<file path="config.mk">
export PLATFORM = sky130hd
export DESIGN_NAME = dram_write_arbiter
export DESIGN_NICKNAME = d
export VERILOG_FILES = /design/src/rtl/dram_write_arbiter.sv
export SDC_FILE = /design/constraint.sdc
export NUM_CORES = 2
export LEC_CHECK = 0
export BUFFER_PORTS_ARGS = -buffer_cell sky130_fd_sc_hd__buf_2
export CAP_MARGIN = 40
export CELL_PAD_IN_SITES_DETAIL_PLACEMENT = 1
export CELL_PAD_IN_SITES_GLOBAL_PLACEMENT = 1
export CORE_AREA = 5 5 705 707
export DETAILED_ROUTE_END_ITERATION = 8
export DIE_AREA = 0 0 710 712
export GPL_ROUTABILITY_DRIVEN = 0
export PLACE_DENSITY = 0.38
export SLEW_MARGIN = 20
export SYNTH_ARGS = -nofsm -noshare
export SYNTH_HDL_FRONTEND = slang
export SYNTH_SLANG_ARGS = --single-unit
</file>
<file path="constraint.sdc">
create_clock -name m_axi_aclk -period 7.8 [get_ports m_axi_aclk]
set_input_delay 1.56 -clock m_axi_aclk [delete_from_list [all_inputs] [get_ports m_axi_aclk]]
set_output_delay 1.56 -clock m_axi_aclk [all_outputs]
set_load 0.01 [all_outputs]
</file>
<file path="src/rtl/dram_write_arbiter.sv">
// Two-port write-command arbiter in front of the DRAM controller.
// Port 0 (frame writer) and port 1 (result/metadata DMA) share one command
// port. Arbitration is round-robin per burst. Each port may only write
// inside its own address window, and per-port grant/error counters are
// exported for status.
module dram_write_arbiter #(
    parameter int                    ADDR_WIDTH = 39,
    parameter int                    DATA_WIDTH = 512,
    parameter logic [ADDR_WIDTH-1:0] P0_BASE    = 39'h0_0000_0000,
    parameter logic [ADDR_WIDTH-1:0] P0_LIMIT   = 39'h0_3FFF_FFFF,
    parameter logic [ADDR_WIDTH-1:0] P1_BASE    = 39'h0_4000_0000,
    parameter logic [ADDR_WIDTH-1:0] P1_LIMIT   = 39'h0_7FFF_FFFF,
    parameter int                    CNT_WIDTH  = 32
) (
    input  logic                  m_axi_aclk,
    input  logic                  m_axi_aresetn,
    input  logic                  req0,
    input  logic [ADDR_WIDTH-1:0] addr0,
    input  logic [7:0]            len0,
    input  logic [DATA_WIDTH-1:0] data0,
    output logic                  gnt0,
    output logic                  err0,
    input  logic                  req1,
    input  logic [ADDR_WIDTH-1:0] addr1,
    input  logic [7:0]            len1,
    input  logic [DATA_WIDTH-1:0] data1,
    output logic                  gnt1,
    output logic                  err1,
    output logic [ADDR_WIDTH-1:0] dram_write_addr,
    output logic [7:0]            dram_write_len,
    output logic [DATA_WIDTH-1:0] dram_write_data,
    output logic                  dram_write_en,
    input  logic                  dram_write_busy,
    output logic [CNT_WIDTH-1:0]  gnt_cnt0,
    output logic [CNT_WIDTH-1:0]  gnt_cnt1,
    output logic [CNT_WIDTH-1:0]  err_cnt0,
    output logic [CNT_WIDTH-1:0]  err_cnt1,
    output logic                  last_grant
);

    localparam int                   BEAT_BYTES = DATA_WIDTH / 8;
    localparam int                   EW         = ADDR_WIDTH + 1;
    localparam logic [CNT_WIDTH-1:0] CNT_ONE    = {{(CNT_WIDTH-1){1'b0}}, 1'b1};

    typedef enum logic [1:0] {
        ST_IDLE   = 2'd0,
        ST_ISSUE  = 2'd1,
        ST_SETTLE = 2'd2,
        ST_WAIT   = 2'd3
    } state_t;

    // Legal iff the whole burst [addr, addr+bytes-1] lies inside [base, limit].
    // The end address carries one extra bit so a wrap past the top is caught.
    function automatic logic window_ok(
        input logic [ADDR_WIDTH-1:0] addr,
        input logic [7:0]            len,
        input logic [ADDR_WIDTH-1:0] base,
        input logic [ADDR_WIDTH-1:0] limit
    );
        logic [EW-1:0] beats;
        logic [EW-1:0] bytes;
        logic [EW-1:0] last;
        beats     = {{(EW-8){1'b0}}, len} + {{(EW-1){1'b0}}, 1'b1};
        bytes     = beats * EW'(BEAT_BYTES);
        last      = {1'b0, addr} + bytes - {{(EW-1){1'b0}}, 1'b1};
        window_ok = (addr >= base) && !last[EW-1] && (last[ADDR_WIDTH-1:0] <= limit);
    endfunction

    state_t                state_q, state_d;
    logic                  en_q, en_d;
    logic                  gnt0_q, gnt0_d, gnt1_q, gnt1_d;
    logic                  err0_q, err0_d, err1_q, err1_d;
    logic [ADDR_WIDTH-1:0] addr_q, addr_d;
    logic [7:0]            len_q, len_d;
    logic [DATA_WIDTH-1:0] data_q, data_d;
    logic [CNT_WIDTH-1:0]  gnt_cnt0_q, gnt_cnt0_d, gnt_cnt1_q, gnt_cnt1_d;
    logic [CNT_WIDTH-1:0]  err_cnt0_q, err_cnt0_d, err_cnt1_q, err_cnt1_d;
    logic                  prio_q, prio_d;
    logic                  last_grant_q, last_grant_d;

    logic                  v0_s, v1_s, any_s, cand_s, cand_ok_s;

    // Candidate selection. A port whose error pulse is showing this cycle is
    // masked so the requester's trailing req cycle is not reported twice.
    always_comb begin
        v0_s  = req0 & ~err0_q;
        v1_s  = req1 & ~err1_q;
        any_s = v0_s | v1_s;
        if (v0_s && v1_s) begin
            cand_s = ~prio_q;
        end else if (v1_s) begin
            cand_s = 1'b1;
        end else begin
            cand_s = 1'b0;
        end
        if (cand_s) begin
            cand_ok_s = window_ok(addr1, len1, P1_BASE, P1_LIMIT);
        end else begin
            cand_ok_s = window_ok(addr0, len0, P0_BASE, P0_LIMIT);
        end
    end

    // Next-state and registered-output computation for the arbiter FSM.
    // WAIT exits straight through the arbiter so back-to-back bursts on an
    // idle controller are three cycles apart.
    always_comb begin
        state_d      = state_q;
        en_d         = 1'b0;
        gnt0_d       = 1'b0;
        gnt1_d       = 1'b0;
        err0_d       = 1'b0;
        err1_d       = 1'b0;
        addr_d       = addr_q;
        len_d        = len_q;
        data_d       = data_q;
        gnt_cnt0_d   = gnt_cnt0_q;
        gnt_cnt1_d   = gnt_cnt1_q;
        err_cnt0_d   = err_cnt0_q;
        err_cnt1_d   = err_cnt1_q;
        prio_d       = prio_q;
        last_grant_d = last_grant_q;
        case (state_q)
            ST_IDLE, ST_WAIT: begin
                if ((state_q == ST_WAIT) && dram_write_busy) begin
                    state_d = ST_WAIT;
                end else if (!any_s) begin
                    state_d = ST_IDLE;
                end else if (!cand_ok_s) begin
                    state_d = ST_IDLE;
                    if (cand_s) begin
                        err1_d     = 1'b1;
                        err_cnt1_d = err_cnt1_q + CNT_ONE;
                    end else begin
                        err0_d     = 1'b1;
                        err_cnt0_d = err_cnt0_q + CNT_ONE;
                    end
                end else if (dram_write_busy) begin
                    state_d = ST_IDLE;
                end else begin
                    state_d      = ST_ISSUE;
                    en_d         = 1'b1;
                    prio_d       = cand_s;
                    last_grant_d = cand_s;
                    if (cand_s) begin
                        gnt1_d     = 1'b1;
                        addr_d     = addr1;
                        len_d      = len1;
                        data_d     = data1;
                        gnt_cnt1_d = gnt_cnt1_q + CNT_ONE;
                    end else begin
                        gnt0_d     = 1'b1;
                        addr_d     = addr0;
                        len_d      = len0;
                        data_d     = data0;
                        gnt_cnt0_d = gnt_cnt0_q + CNT_ONE;
                    end
                end
            end
            ST_ISSUE:  state_d = ST_SETTLE;
            ST_SETTLE: state_d = ST_WAIT;
            default:   state_d = ST_IDLE;
        endcase
    end

    // State and output registers; port 0 holds priority out of reset.
    always_ff @(posedge m_axi_aclk or negedge m_axi_aresetn) begin
        if (!m_axi_aresetn) begin
            state_q      <= ST_IDLE;
            en_q         <= 1'b0;
            gnt0_q       <= 1'b0;
            gnt1_q       <= 1'b0;
            err0_q       <= 1'b0;
            err1_q       <= 1'b0;
            addr_q       <= {ADDR_WIDTH{1'b0}};
            len_q        <= 8'd0;
            data_q       <= {DATA_WIDTH{1'b0}};
            gnt_cnt0_q   <= {CNT_WIDTH{1'b0}};
            gnt_cnt1_q   <= {CNT_WIDTH{1'b0}};
            err_cnt0_q   <= {CNT_WIDTH{1'b0}};
            err_cnt1_q   <= {CNT_WIDTH{1'b0}};
            prio_q       <= 1'b1;
            last_grant_q <= 1'b0;
        end else begin
            state_q      <= state_d;
            en_q         <= en_d;
            gnt0_q       <= gnt0_d;
            gnt1_q       <= gnt1_d;
            err0_q       <= err0_d;
            err1_q       <= err1_d;
            addr_q       <= addr_d;
            len_q        <= len_d;
            data_q       <= data_d;
            gnt_cnt0_q   <= gnt_cnt0_d;
            gnt_cnt1_q   <= gnt_cnt1_d;
            err_cnt0_q   <= err_cnt0_d;
            err_cnt1_q   <= err_cnt1_d;
            prio_q       <= prio_d;
            last_grant_q <= last_grant_d;
        end
    end

    assign gnt0            = gnt0_q;
    assign gnt1            = gnt1_q;
    assign err0            = err0_q;
    assign err1            = err1_q;
    assign dram_write_en   = en_q;
    assign dram_write_addr = addr_q;
    assign dram_write_len  = len_q;
    assign dram_write_data = data_q;
    assign gnt_cnt0        = gnt_cnt0_q;
    assign gnt_cnt1        = gnt_cnt1_q;
    assign err_cnt0        = err_cnt0_q;
    assign err_cnt1        = err_cnt1_q;
    assign last_grant      = last_grant_q;

endmodule

</file>
==> run summary <==
The run finished with clean final reports. The layout has 58,212 filler cells. After technology mapping, the gate count stands at 4,545. Maximum number of pins on one net before global-route repair: 191.

The tools report the remaining global-route overflow as 0. The share of the cycle needed by the critical path after routing was 0.870. The logs give 141 for the number of antenna violations at the first check in global routing and 0.478 ns for the final hold slack. VDD sags by at most 171 uV. The tree is rooted in a sky130_fd_sc_hd__clkbuf_16.

Library cell occupying the most area in the post-synthesis netlist: sky130_fd_sc_hd__dfrtp_1. In this run the worst path has a maximum fanout of 18. The required time of the worst setup path is 8.46 ns, and the share of flip-flops with an asynchronous set or reset is 1.00. Ranked by total cell area, the synthesized netlist is headed by sky130_fd_sc_hd__dfrtp_1 41%, sky130_fd_sc_hd__nand2_1 15%, sky130_fd_sc_hd__mux2_4 14%. Using the TritonRoute via totals, the vias-per-cell ratio works out to 3.23.

The run gives 147 MHz as the highest clock rate. The logs give 0 for the quantity of hold-fixing buffers added after cts and 7,593 for the final layout net count. The primary flip-flop cell chosen by synthesis mapping was sky130_fd_sc_hd__dfrtp_1.

In the final layout, the multi-input gates occupy 22,600 um2. When the netlist entered floorplanning its net count stood at 5,793. Port buffering added 1,815 buffers. Setup violations remaining at the end of the flow were counted as 0.

The pre-antenna-repair detailed-routing pass consisted of 5 iterations. The logs give 0.0865 for the starting density of the core and 4 for the number of buffers between clock root and the deepest sink. The clock sink count is 696, and the final routed wire length divided by cell count is 28.2 um. Setup repair after global routing left no endpoint under its margin. The area growth from synthesis to layout is 47.9%.

The global-route total usage across every layer was 0.138. The iteration-0 DRC count of the detailed router was 2,352. The detail route stage leaves a number of antenna-violating nets equal to 0.

The final max-slew violation count is 0. After routing, the total negative slack on setup checks comes to 0 ns. The biggest cell delay along the critical path is 0.49 ns, and the die width is 710 um. The flip-flop and latch area was 17,400 um2; the vias after detailed routing was 41,661.

Measured along the y axis, the die boundary spans 712 um. The pre-CTS worst setup slack was 0.276 ns. The mapped netlist covers 42,300 um2. The fraction of final layout cells with drive strength greater than 1 was 0.416; the shortest clock period the worst path allows after layout was 6.79 ns. The register bit count reported by yosys works out to 696. The tools report the site row count as 257. For the setup skew after layout, the log shows 0.0587 ns. The path class of the tightest hold or removal check is flip-flop to flip-flop. The first global-routing pass estimated 464 mm of wire. Walking the worst path, the cells encountered are buf_2 > ha_1 > inv_1 > ha_1 > inv_1 > ha_1 > a21oi_1 > o22ai_1 > a21oi_1 > a21oi_1 > o211a_1 > a2111oi_0 > nand4_1 > o32ai_4 > nor3_1 > nand2_2 > inv_2 > a31oi_4 > buf_12 > buf_12 > buf_12 > mux2_4.

The run gives 506,000 um2 as the overall die area. The logs give 1,816 for the number of I/O pins and 0 for the number of warnings printed during yosys synthesis. The core region is 489,000 um2.

The tools report the launch point of the worst hold path as err_cnt1[31]. TritonCTS built the clock tree. At the pin with the least slew margin, the transition time is 1.26 ns. The number of synthesized flops with an enable pin is 0, and the signal arrival time at the worst endpoint is 7.45 ns.

Clock latency on the worst-skew pair, taken at its later pin, is 0.83 ns. Standard cell with the maximum stage delay on the critical path: sky130_fd_sc_hd__a21oi_1. The critical path starts at len0[0]. The area fraction of the dominant cell type after synthesis was 0.411.

The average instance in the mapped netlist occupies 9.31 um2. The category of the worst setup path capture point was a flip-flop. The number of H-tree branching levels came out at 3.

The critical path in this run is classified as input port to flip-flop. Across all setup checks in the final design, the least slack found is 1.01 ns. Post-CTS timing repair inserted 0 buffers for setup. The tools report the post-synthesis cell type count as 86. Once detailed placement completed, the half-perimeter wirelength came to 322 mm. STA classifies the critical path startpoint as an input port.

For the number of clock buffers inserted by TritonCTS, the log shows 103. The run gives 0 as the post-detailed-route DRC marker count. The final layout contains routed wiring with a total length of 365 mm. The final count of hold timing violations was 0. The origin of the critical flop-to-flop path is err1.

Across the run, the number of max-cap violations was 0. For this design the ratio of total power to cell area is 187 nW/um2. The headroom to the max-slew limit is 0.157, and the leakage power of the design is 34.1 nW. Clock-pin slew was measured on the worst setup and hold paths at 0.06 ns.

Sequential share of the synthesized area: 0.412. The number of resized instances in the post-cts repair step is 0. The via count of the first global-routing pass came out at 45,017.
==> cell usage after synthesis (all sizes together) (11+ instances only) <==
cell / count
a21oi: 91
xnor2: 84
o211ai: 17
o21bai: 12
nand4: 53
nor3: 67
nor2b: 12
nor2: 103
mux2i: 15
a211oi: 18
inv: 165
and3: 46
ha: 123
o2111ai: 12
and4: 12
buf: 86
nand3: 76
clkbuf: 153
a21o: 23
nand2b: 23
nand2: 1710
or3: 13
a2111oi: 15
o21ai: 116
xor2: 74
and2: 11
nor4: 28
mux2: 564
dfrtp: 695
==> critical path: cells and delay by family <==
family / cells / cell delay [ns]
compound gates: 8 / 2.76
fa+ha+maj: 3 / 1.09
buf+inv: 7 / 0.98
simple gates: 3 / 0.54
mux: 1 / 0.32
==> sequential cells by signal, indices dropped and copies added, names as in the netlist, 2 cells and up <==
register         count
dram_write_len       8
dram_write_addr     39
err_cnt0            32
state_q              2
gnt_cnt1            32
dram_write_data    512
err_cnt1            32
gnt_cnt0            32
==> stage by stage <==
step | util | total power, mW | std cells | area (um2)
after global routing | 0.128 | 12.4 | 12891 | 62500
final | 0.128 | 11.7 | 12918 | 62600
after floorplan | - | 5.29 | 4545 | 42300
after global placement | 0.121 | 7.03 | 12705 | 59000
after detailed placement | 0.121 | 7.07 | 12710 | 59100
after CTS | 0.128 | 12.0 | 12880 | 62400
==> layout by cell type, fill, tap and decap left out, drive strengths merged, types with 11 or more instances in the layout <==
cell	Yosys	final
and3	46	46
nand3	76	76
nand2b	23	23
nor2	103	103
xnor2	84	84
o21ai	116	116
nor2b	12	12
o211ai	17	17
mux2	564	564
o2111ai	12	12
and2	11	11
a21oi	91	91
diode	0	33
dfrtp	695	695
nand4	53	53
or3	13	13
clkinv	0	15
a2111oi	15	15
clkbuf	153	140
ha	123	123
a21o	23	23
mux2i	15	15
nor4	28	28
inv	165	173
o21bai	12	12
buf	86	1934
xor2	74	74
nor3	67	67
a211oi	18	18
nand2	1710	1710
and4	12	12
==> path summary, 6_finish.rpt <==
path	endpoint	slack (ns)	cells past startpoint
max	dram_write_data[446]	1.01	22
max in group asynchronous	dram_write_data[79]	5.53	2
min in group asynchronous	err_cnt1[12]	0.77	1
min reg2reg	err_cnt1[31]	0.48	1
max reg2reg	dram_write_data[510]	4.36	8
min	err_cnt1[31]	0.48	1
==> cell type report <==
class                           count  share of cell area
Antenna cell                       33             0.00132
Clock buffer                      140              0.0464
Tap cell                         6475               0.129
Inverter                          165             0.00990
Multi-Input combinational cell   3445               0.362
Sequential cell                   696               0.278
Timing Repair Buffer             1934               0.167
Clock inverter                     30             0.00602
==> where the power goes <==
part	total [mW]	leakage (nW)	internal, mW	switching (mW)
Clock	4.75	1.62	2.79	1.97
Sequential	3.80	9.65	3.71	0.0931
Combinational	3.14	22.9	0.928	2.21
Total	11.7	34.1	7.42	4.27
==> logic make-up after synthesis <==
family	after synthesis	share of synthesized area
flip-flops	696	0.412
multiplexers	579	0.188
buffers and inverters	404	0.0545
adder cells (fa/ha/maj)	125	0.0373
XOR/XNOR	158	0.0327
AO/OA/AOI/OAI	394	0.0608
AND/OR/NAND/NOR	2189	0.215
==> routing by layer <==
metal  share of wire  up-vias  routed length, um  global-route usage
met4           0.042       20              15500              0.0495
met3            0.11      393              40000              0.0631
li1                -    18787                  -                   -
met2            0.45     1637             165000               0.224
met1            0.40    20824             145000               0.159
met5         0.00036        -                131                   0
Note: power is estimated with default switching activity, not from simulation.
